### src/rtl/dma_pkg.sv
// Shared widths and FSM encoding for the DMA stream engine.
// Word-addressed BRAM, 32-bit data path.
package dma_pkg;

    localparam int BRAM_AW = 13;
    localparam int DATA_W  = 32;

    typedef enum logic [1:0] {
        ST_IDLE = 2'd0,
        ST_RUN  = 2'd1,
        ST_DONE = 2'd2
    } dma_state_e;

endpackage

### src/rtl/dma_stream_engine_if.sv
// Arbiter DMA port plus both AXI-Stream directions toward the accelerator.
// master = engine side, slave = arbiter/BRAM and accelerator side.
interface dma_stream_engine_if;
    import dma_pkg::*;

    logic               dma_r_ready;
    logic [BRAM_AW-1:0] dma_r_addr;
    logic               dma_r_ack;
    logic               dma_in_valid;
    logic [DATA_W-1:0]  brc_u0_data_o;
    logic               dma_w_valid;
    logic [BRAM_AW-1:0] dma_w_addr;
    logic [DATA_W-1:0]  dma_w_data;

    logic               sm_tvalid;
    logic [DATA_W-1:0]  sm_tdata;
    logic               sm_tlast;
    logic               sm_tready;
    logic               ss_tvalid;
    logic [DATA_W-1:0]  ss_tdata;
    logic               ss_tlast;
    logic               ss_tready;

    modport master (
        output dma_r_ready, dma_r_addr, dma_w_valid, dma_w_addr, dma_w_data,
        output sm_tvalid, sm_tdata, sm_tlast, ss_tready,
        input  dma_r_ack, dma_in_valid, brc_u0_data_o,
        input  sm_tready, ss_tvalid, ss_tdata, ss_tlast
    );

    modport slave (
        input  dma_r_ready, dma_r_addr, dma_w_valid, dma_w_addr, dma_w_data,
        input  sm_tvalid, sm_tdata, sm_tlast, ss_tready,
        output dma_r_ack, dma_in_valid, brc_u0_data_o,
        output sm_tready, ss_tvalid, ss_tdata, ss_tlast
    );

endinterface

### src/rtl/dma_rd_fifo.sv
// Read-return buffer: synchronous FIFO with occupancy count.
// The issue logic upstream guarantees no push when full.
module dma_rd_fifo
    import dma_pkg::*;
#(
    parameter int DEPTH = 4
) (
    input  logic                     clk,
    input  logic                     rst,
    input  logic                     push,
    input  logic                     pop,
    input  logic [DATA_W-1:0]        din,
    output logic [DATA_W-1:0]        dout,
    output logic                     empty,
    output logic [$clog2(DEPTH):0]   count
);

    localparam int AW = $clog2(DEPTH);
    localparam int CW = AW + 1;

    logic [DATA_W-1:0] mem [DEPTH];
    logic [AW-1:0]     wr_ptr;
    logic [AW-1:0]     rd_ptr;
    logic [CW-1:0]     count_q;

    always_ff @(posedge clk) begin
        if (push) begin
            mem[wr_ptr] <= din;
        end
    end

    always_ff @(posedge clk) begin
        if (rst) begin
            wr_ptr  <= '0;
            rd_ptr  <= '0;
            count_q <= '0;
        end else begin
            if (push) begin
                wr_ptr <= wr_ptr + AW'(1);
            end
            if (pop) begin
                rd_ptr <= rd_ptr + AW'(1);
            end
            count_q <= count_q + CW'(push) - CW'(pop);
        end
    end

    assign dout  = mem[rd_ptr];
    assign empty = (count_q == '0);
    assign count = count_q;

endmodule

### src/rtl/dma_stream_engine.sv
// DMA stream engine: BRAM -> sm_* stream and ss_* stream -> BRAM via the arbiter DMA port.
//   state   | meaning
//   IDLE    | waiting for cfg_start
//   RUN     | TX reads/stream and RX stream/writes in flight
//   DONE    | one-cycle completion, done asserted
module dma_stream_engine
    import dma_pkg::*;
#(
    parameter int LEN_W      = 13,
    parameter int FIFO_DEPTH = 4
) (
    input  logic                 wb_clk_i,
    input  logic                 wb_rst_i,
    input  logic                 cfg_start,
    input  logic [BRAM_AW-1:0]   cfg_src_base,
    input  logic [BRAM_AW-1:0]   cfg_dst_base,
    input  logic [LEN_W-1:0]     cfg_len,
    output logic                 busy,
    output logic                 done,
    output logic                 err_tlast,
    dma_stream_engine_if.master  bus
);

    localparam int CW = $clog2(FIFO_DEPTH) + 1;

    dma_state_e          state_q, state_d;
    logic [BRAM_AW-1:0]  rd_addr_q, dst_base_q, w_addr_q;
    logic [LEN_W-1:0]    len_q, req_left_q, tx_count_q, rx_count_q;
    logic [CW-1:0]       outstanding_q, fifo_count;
    logic [CW:0]         occupancy;
    logic [DATA_W-1:0]   w_data_q, fifo_head;
    logic                r_ready_q, r_ready_d, w_valid_q, err_q, fifo_empty;
    logic                start_ok, in_run, ack, rd_ret, tx_valid, tx_beat, rx_beat;
    logic                tx_done, rx_done, rx_is_last;

    assign start_ok   = cfg_start && (state_q == ST_IDLE);
    assign in_run     = (state_q == ST_RUN);
    assign ack        = r_ready_q && bus.dma_r_ack;
    assign rd_ret     = bus.dma_in_valid && in_run;
    assign tx_valid   = in_run && !fifo_empty;
    assign tx_beat    = tx_valid && bus.sm_tready;
    assign rx_beat    = bus.ss_tvalid && bus.ss_tready;
    assign tx_done    = (tx_count_q == len_q);
    assign rx_done    = (rx_count_q == len_q);
    assign rx_is_last = (rx_count_q == len_q - LEN_W'(1));

    always_ff @(posedge wb_clk_i) begin
        if (wb_rst_i) begin
            state_q <= ST_IDLE;
        end else begin
            state_q <= state_d;
        end
    end

    always_comb begin
        state_d = state_q;
        case (state_q)
            ST_IDLE: if (cfg_start) state_d = (cfg_len == '0) ? ST_DONE : ST_RUN;
            ST_RUN:  if (tx_done && rx_done) state_d = ST_DONE;
            ST_DONE: state_d = ST_IDLE;
            default: state_d = ST_IDLE;
        endcase
    end

    // A request in the ack cycle already counts as outstanding, so the FIFO can never overflow.
    assign occupancy = (CW+1)'(fifo_count) + (CW+1)'(outstanding_q) + (CW+1)'(ack);

    always_comb begin
        r_ready_d = 1'b0;
        if (in_run) begin
            if (r_ready_q && !bus.dma_r_ack) begin
                r_ready_d = 1'b1;
            end else begin
                r_ready_d = ((req_left_q - LEN_W'(ack)) != '0) &&
                            (occupancy < (CW+1)'(FIFO_DEPTH));
            end
        end
    end

    always_ff @(posedge wb_clk_i) begin
        if (wb_rst_i) begin
            r_ready_q     <= 1'b0;
            rd_addr_q     <= '0;
            dst_base_q    <= '0;
            len_q         <= '0;
            req_left_q    <= '0;
            tx_count_q    <= '0;
            rx_count_q    <= '0;
            outstanding_q <= '0;
            w_valid_q     <= 1'b0;
            w_addr_q      <= '0;
            w_data_q      <= '0;
            err_q         <= 1'b0;
        end else begin
            r_ready_q <= r_ready_d;
            w_valid_q <= 1'b0;
            if (start_ok) begin
                rd_addr_q     <= cfg_src_base;
                dst_base_q    <= cfg_dst_base;
                len_q         <= cfg_len;
                req_left_q    <= cfg_len;
                tx_count_q    <= '0;
                rx_count_q    <= '0;
                outstanding_q <= '0;
                err_q         <= 1'b0;
            end else begin
                if (ack) begin
                    rd_addr_q  <= rd_addr_q + BRAM_AW'(1);
                    req_left_q <= req_left_q - LEN_W'(1);
                end
                case ({ack, rd_ret})
                    2'b10:   outstanding_q <= outstanding_q + CW'(1);
                    2'b01:   outstanding_q <= outstanding_q - CW'(1);
                    default: outstanding_q <= outstanding_q;
                endcase
                if (tx_beat) begin
                    tx_count_q <= tx_count_q + LEN_W'(1);
                end
                if (rx_beat) begin
                    rx_count_q <= rx_count_q + LEN_W'(1);
                    w_valid_q  <= 1'b1;
                    w_addr_q   <= dst_base_q + BRAM_AW'(rx_count_q);
                    w_data_q   <= bus.ss_tdata;
                    if (bus.ss_tlast != rx_is_last) begin
                        err_q <= 1'b1;
                    end
                end
            end
        end
    end

    dma_rd_fifo #(.DEPTH(FIFO_DEPTH)) u_rd_fifo (
        .clk   (wb_clk_i),
        .rst   (wb_rst_i),
        .push  (rd_ret),
        .pop   (tx_beat),
        .din   (bus.brc_u0_data_o),
        .dout  (fifo_head),
        .empty (fifo_empty),
        .count (fifo_count)
    );

    assign bus.dma_r_ready = r_ready_q;
    assign bus.dma_r_addr  = rd_addr_q;
    assign bus.dma_w_valid = w_valid_q;
    assign bus.dma_w_addr  = w_addr_q;
    assign bus.dma_w_data  = w_data_q;
    assign bus.sm_tvalid   = tx_valid;
    assign bus.sm_tdata    = tx_valid ? fifo_head : '0;
    assign bus.sm_tlast    = tx_valid && (tx_count_q == len_q - LEN_W'(1));
    assign bus.ss_tready   = in_run && !rx_done;

    assign busy      = (state_q != ST_IDLE);
    assign done      = (state_q == ST_DONE);
    assign err_tlast = err_q;

endmodule

### src/flat_wrapper.sv
// flat-port wrapper written by rule: the top's interface ports become plain ports
module dma_stream_engine_flat import dma_pkg::*;
#(
    parameter int LEN_W      = 13,
    parameter int FIFO_DEPTH = 4
)
  (wb_clk_i, wb_rst_i, cfg_start, cfg_src_base, cfg_dst_base, cfg_len, busy, done, err_tlast, bus_dma_r_ready, bus_dma_r_addr, bus_dma_w_valid, bus_dma_w_addr, bus_dma_w_data, bus_sm_tvalid, bus_sm_tdata, bus_sm_tlast, bus_ss_tready, bus_dma_r_ack, bus_dma_in_valid, bus_brc_u0_data_o, bus_sm_tready, bus_ss_tvalid, bus_ss_tdata, bus_ss_tlast);
  dma_stream_engine_if bus_i ();
  input  logic wb_clk_i;
  input  logic wb_rst_i;
  input  logic cfg_start;
  input  logic [BRAM_AW-1:0] cfg_src_base;
  input  logic [BRAM_AW-1:0] cfg_dst_base;
  input  logic [LEN_W-1:0] cfg_len;
  output logic busy;
  output logic done;
  output logic err_tlast;
  output wire logic [$bits(bus_i.dma_r_ready)-1:0] bus_dma_r_ready;
  output wire logic [$bits(bus_i.dma_r_addr)-1:0] bus_dma_r_addr;
  output wire logic [$bits(bus_i.dma_w_valid)-1:0] bus_dma_w_valid;
  output wire logic [$bits(bus_i.dma_w_addr)-1:0] bus_dma_w_addr;
  output wire logic [$bits(bus_i.dma_w_data)-1:0] bus_dma_w_data;
  output wire logic [$bits(bus_i.sm_tvalid)-1:0] bus_sm_tvalid;
  output wire logic [$bits(bus_i.sm_tdata)-1:0] bus_sm_tdata;
  output wire logic [$bits(bus_i.sm_tlast)-1:0] bus_sm_tlast;
  output wire logic [$bits(bus_i.ss_tready)-1:0] bus_ss_tready;
  input wire logic [$bits(bus_i.dma_r_ack)-1:0] bus_dma_r_ack;
  input wire logic [$bits(bus_i.dma_in_valid)-1:0] bus_dma_in_valid;
  input wire logic [$bits(bus_i.brc_u0_data_o)-1:0] bus_brc_u0_data_o;
  input wire logic [$bits(bus_i.sm_tready)-1:0] bus_sm_tready;
  input wire logic [$bits(bus_i.ss_tvalid)-1:0] bus_ss_tvalid;
  input wire logic [$bits(bus_i.ss_tdata)-1:0] bus_ss_tdata;
  input wire logic [$bits(bus_i.ss_tlast)-1:0] bus_ss_tlast;
  assign bus_dma_r_ready = bus_i.dma_r_ready;
  assign bus_dma_r_addr = bus_i.dma_r_addr;
  assign bus_dma_w_valid = bus_i.dma_w_valid;
  assign bus_dma_w_addr = bus_i.dma_w_addr;
  assign bus_dma_w_data = bus_i.dma_w_data;
  assign bus_sm_tvalid = bus_i.sm_tvalid;
  assign bus_sm_tdata = bus_i.sm_tdata;
  assign bus_sm_tlast = bus_i.sm_tlast;
  assign bus_ss_tready = bus_i.ss_tready;
  assign bus_i.dma_r_ack = bus_dma_r_ack;
  assign bus_i.dma_in_valid = bus_dma_in_valid;
  assign bus_i.brc_u0_data_o = bus_brc_u0_data_o;
  assign bus_i.sm_tready = bus_sm_tready;
  assign bus_i.ss_tvalid = bus_ss_tvalid;
  assign bus_i.ss_tdata = bus_ss_tdata;
  assign bus_i.ss_tlast = bus_ss_tlast;
  dma_stream_engine #(.LEN_W(LEN_W), .FIFO_DEPTH(FIFO_DEPTH)) u_core (.wb_clk_i(wb_clk_i), .wb_rst_i(wb_rst_i), .cfg_start(cfg_start), .cfg_src_base(cfg_src_base), .cfg_dst_base(cfg_dst_base), .cfg_len(cfg_len), .busy(busy), .done(done), .err_tlast(err_tlast), .bus(bus_i));
endmodule
### config.mk
export PLATFORM = sky130hd
export DESIGN_NAME = dma_stream_engine_flat
export DESIGN_NICKNAME = d
export VERILOG_FILES = /design/src/rtl/dma_pkg.sv /design/src/rtl/dma_stream_engine_if.sv /design/src/rtl/dma_rd_fifo.sv /design/src/rtl/dma_stream_engine.sv /design/src/flat_wrapper.sv
export SDC_FILE = /design/constraint.sdc
export NUM_CORES = 1
export LEC_CHECK = 0
export ABC_AREA = 1
export BUFFER_PORTS_ARGS = -buffer_cell sky130_fd_sc_hd__buf_4
export CAP_MARGIN = 20
export CORE_MARGIN = 2
export CORE_UTILIZATION = 51
export DETAILED_ROUTE_END_ITERATION = 12
export MAX_ROUTING_LAYER = met4
export PLACE_DENSITY = 0.76
export SYNTH_ARGS = -nofsm -noshare
export SYNTH_HDL_FRONTEND = slang
export SYNTH_SLANG_ARGS = --single-unit
### constraint.sdc
create_clock -name wb_clk_i -period 2.3 [get_ports wb_clk_i]
set_input_delay 0.115 -clock wb_clk_i [delete_from_list [all_inputs] [get_ports wb_clk_i]]
set_output_delay 0.115 -clock wb_clk_i [all_outputs]
set_load 0.02 [all_outputs]
==> impl_summary.txt <==
----------------------------------------------------
[Route]
  Detail Route Antenna Nets ... 0
  Length of the first detailed-routing pass in iterations ... 6
  Wire length per cell after detailed routing ... 15.36 um
  Vias/cell ... 5.214
  1st-iter DRT viols ... 723
  Number of remaining DRC errors ... 0
  Via count ... 11020
  Routed wire length ... 32470 um

[Min path]
  Worst hold path type ... in2reg

[Timing]
  Number of setup violations in the final report ... 1
  Pins Over Slew Limit ... 0
  Number of endpoints with negative hold slack in the final report ... 0
  Post-Route Hold Slack ... 0.06150 ns
  Worst slew slack as a fraction of its limit ... 0.6197
  Upper clock frequency limit ... 0.4208 GHz
  Period minus WS final ... 2.376 ns
  Setup repair after global routing missed its margin ... true
  Portion of the clock cycle consumed by the worst path in the final layout ... 1.033
  Slack of the critical path ... -0.07635 ns
  Transition at the pin with the smallest max-transition slack ... 0.5704 ns
  Clk_skew ... 0.01618 ns

[GRT]
  Tot GR Track Use ... 0.2555
  GRT overflow ... 0
  Antenna violations before repair ... 0
  Wire length of the first global-routing pass ... 52440 um
  Maximum number of pins on one net before global-route repair ... 68
  Vias in the first global route ... 10930

[Synthesis]
  Post-synthesis sequential element count ... 268
  EDFF count, synth ... 128
  Fraction of the yosys area taken by sequential cells ... 0.5360
  Net count after synthesis ... 1584
  Top FF cell, synth ... sky130_fd_sc_hd__dfxtp_1
  Syn Inst Count ... 1442
  Synth Warn # ... 0
  Fraction of synthesis flops using an asynchronous set or reset pin ... 0
  Area of the mapped netlist ... 0.01240 mm2
  Synthesized area per cell ... 8.600 um2
  Number of different library cells in the post-synthesis netlist ... 47

[Floorplan]
  Vert. Die Dim ... 159.9 um
  Floorplan die area ... 0.02558 mm2
  I/O pins ... 209
  Total number of placement rows ... 57
  Core Region ... 0.02411 mm2
  Die width ... 159.9 um
  Effective utilization at floorplan ... 0.5144

[Layout]
  Count of nets after finishing ... 1914
  Area added between synthesis and finish ... 33.12%
  Number of antenna repair diodes ... 0
  Share of post-route cells with drive strength above 1 ... 0.1849

[Power]
  Leakage dissipation ... 6.878 nW
  Max VDD drop ... 0.6273 mV
  Pwr dens ... 710.7 mW/mm2

[Clock network]
  Max H-tree Level ... 1
  Reg clk slew, reported paths ... 0.06 ns
  Clock tree from TritonCTS ... done
  Library cell used as clock root buffer ... sky130_fd_sc_hd__clkbuf_16
  Clock latency on the worst-skew pair ... 0.55 ns
  Number of buffers inserted during clock tree synthesis ... 27
  CTS sink cnt ... 268
  CTS max path bufs ... 3

[Place]
  Weighted congestion at the end of routability-driven global placement ... 0.9756
  Post-place setup slack ... 0.1303 ns
  Count of input and output buffers ... 208
  Detail Placement HPWL ... 20660 um

[Outcome]
  Run status ... complete, but fails checks
  Violated checks ... setup timing

[Setup path]
  Crit Path Category ... reg2out
  Signal arrival time at the worst endpoint ... 2.26 ns
  Endpoint type of the worst setup path ... output port
  Maximum fanout along the worst path ... 7
  Data required, critical path ... 2.18 ns
  Startpoint types ... flip-flop

[Job]
  # Max-Cap Violations ... 0

----------------------------------------------------
-- flip-flops by register name, indices dropped and copies added, names as in the netlist, 13 cells and up, named ones only --
| name | cells |
|---|---|
| u_core.u_rd_fifo.mem | 128 |
| u_core.bus.dma_w_data | 32 |
| u_core.bus.dma_r_addr | 13 |
| u_core.bus.dma_w_addr | 13 |
| u_core.dst_base_q | 13 |
| u_core.len_q | 13 |
| u_core.req_left_q | 13 |
| u_core.rx_count_q | 13 |
| u_core.tx_count_q | 13 |
-- routing by layer --
| metal | vias to the layer above | track usage | share of wire |
|---|---|---|---|
| met5 | - | - | 0 |
| met4 | 0 | 0.06880 | 0.027 |
| met3 | 70 | 0.03896 | 0.051 |
| met2 | 327 | 0.4603 | 0.51 |
| met1 | 5142 | 0.2978 | 0.41 |
| li1 | 5483 | - | - |
-- stage by stage --
step                      setup TNS [ns]  area (um2)  instances  utilization  power [mW]
after global placement                 0       14460       1953       0.5998       7.294
after floorplan                   -29.11       12400       1442            -       6.616
after global routing             -0.2838       16510       2114       0.6848       12.22
final                           -0.07635       16510       2114       0.6848       11.73
after CTS                       -0.08957       16480       2112       0.6835       11.77
after detailed placement               0       14460       1953       0.5998       7.322
-- final timing paths --
kind | slack [ns] | endpoint | depth (start not counted) | start
worst max-delay path | -0.08 | bus_sm_tlast | 9 | u_core.len_q[1]
worst min-delay path | 0.06 | u_core.rx_count_q[9] | 5 | bus_ss_tvalid
worst max register to register | 0.14 | u_core.bus.dma_w_addr[10] | 10 | u_core.dst_base_q[0]
worst min register to register | 0.45 | u_core.err_tlast | 2 | u_core.err_tlast
-- worst max-delay path, stage by stage (launching register included) --
cell and delay, ns:
sky130_fd_sc_hd__dfxtp_4 0.37, sky130_fd_sc_hd__nor2_4 0.15, sky130_fd_sc_hd__nand2_4 0.11, sky130_fd_sc_hd__nor2_2 0.16, sky130_fd_sc_hd__xnor2_1 0.13, sky130_fd_sc_hd__o21ai_0 0.10
sky130_fd_sc_hd__nor4_1 0.29, sky130_fd_sc_hd__nand3_1 0.13, sky130_fd_sc_hd__nor2_1 0.12, sky130_fd_sc_hd__buf_4 0.16
-- area by class of cell --
| class | count | area [um2] |
|---|---|---|
| Timing Repair Buffer | 361 | 3048 |
| Clock buffer | 38 | 757.0 |
| Tap cell | 324 | 405.4 |
| Inverter | 116 | 444.2 |
| Multi-Input combinational cell | 998 | 5089 |
| Fill cell | 1817 | 7597 |
| Sequential cell | 268 | 6656 |
| Clock inverter | 9 | 108.9 |
-- report_power, final --
group          total (mW)  internal, mW  switching (mW)
Combinational        2.07         0.876            1.19
Sequential           5.38          5.22           0.158
Clock                4.29          2.51            1.78
-- cell families (layout without fill, tap and decap cells) --
logic type,Yosys count,after routing,share of synthesized area
xor gates and xnor gates,62,62,0.04379
DFF,268,268,0.5360
adders and majority gates,31,31,0.03310
buffers and inverters,176,524,0.05751
and+or+nand+nor,594,594,0.1980
AOI/OAI and AO/OA,311,311,0.1317
-- layout by cell type (no fill, tap or decap), drive strengths merged, types with 3 or more instances in the layout --
master and instances:
dfxtp 140, inv 114, dlygate4sd3 110, o21ai 165, buf 251, nand3 46
nand3b 3, nor2 310, o211ai 6, xnor2 22, nand4 13, clkbuf 38
ha 28, edfxtp 128, clkinv 8, a31oi 11, nor3 17, a21oi 104
nand2 190, xor2 40, nor4 8, fa 3, o22ai 14
-- Yosys cell counts (6+ instances only) --
cell / count / area share
sky130_fd_sc_hd__buf_1: 10 / 0.0030
sky130_fd_sc_hd__inv_1: 108 / 0.033
sky130_fd_sc_hd__a31oi_1: 11 / 0.0055
sky130_fd_sc_hd__buf_2: 8 / 0.0032
sky130_fd_sc_hd__nor4_1: 7 / 0.0035
sky130_fd_sc_hd__a21oi_1: 104 / 0.042
sky130_fd_sc_hd__dfxtp_1: 140 / 0.23
sky130_fd_sc_hd__o22ai_1: 14 / 0.0071
sky130_fd_sc_hd__nor2_1: 304 / 0.092
sky130_fd_sc_hd__xnor2_1: 22 / 0.016
sky130_fd_sc_hd__o21ai_0: 148 / 0.060
sky130_fd_sc_hd__xor2_1: 40 / 0.028
sky130_fd_sc_hd__o21ai_1: 17 / 0.0069
sky130_fd_sc_hd__o211ai_1: 6 / 0.0036
sky130_fd_sc_hd__nor3_1: 17 / 0.0069
sky130_fd_sc_hd__nand2_1: 187 / 0.057
sky130_fd_sc_hd__edfxtp_1: 128 / 0.31
sky130_fd_sc_hd__nand3_1: 45 / 0.018
sky130_fd_sc_hd__clkbuf_1: 33 / 0.010
sky130_fd_sc_hd__ha_1: 28 / 0.028
sky130_fd_sc_hd__nand4_1: 13 / 0.0066
-- repair_timing --
| item | CTS | global route |
|---|---|---|
| pin swaps | 7 | 1 |
| gates resized for setup | 12 | 6 |
| buffers inserted | 2 | 2 |
| endpoints found under the hold margin | 218 | 0 |
| endpoints found under the setup margin | 1 | 23 |
| hold buffers | 110 | 0 |
(Power assumes the default switching activity.)
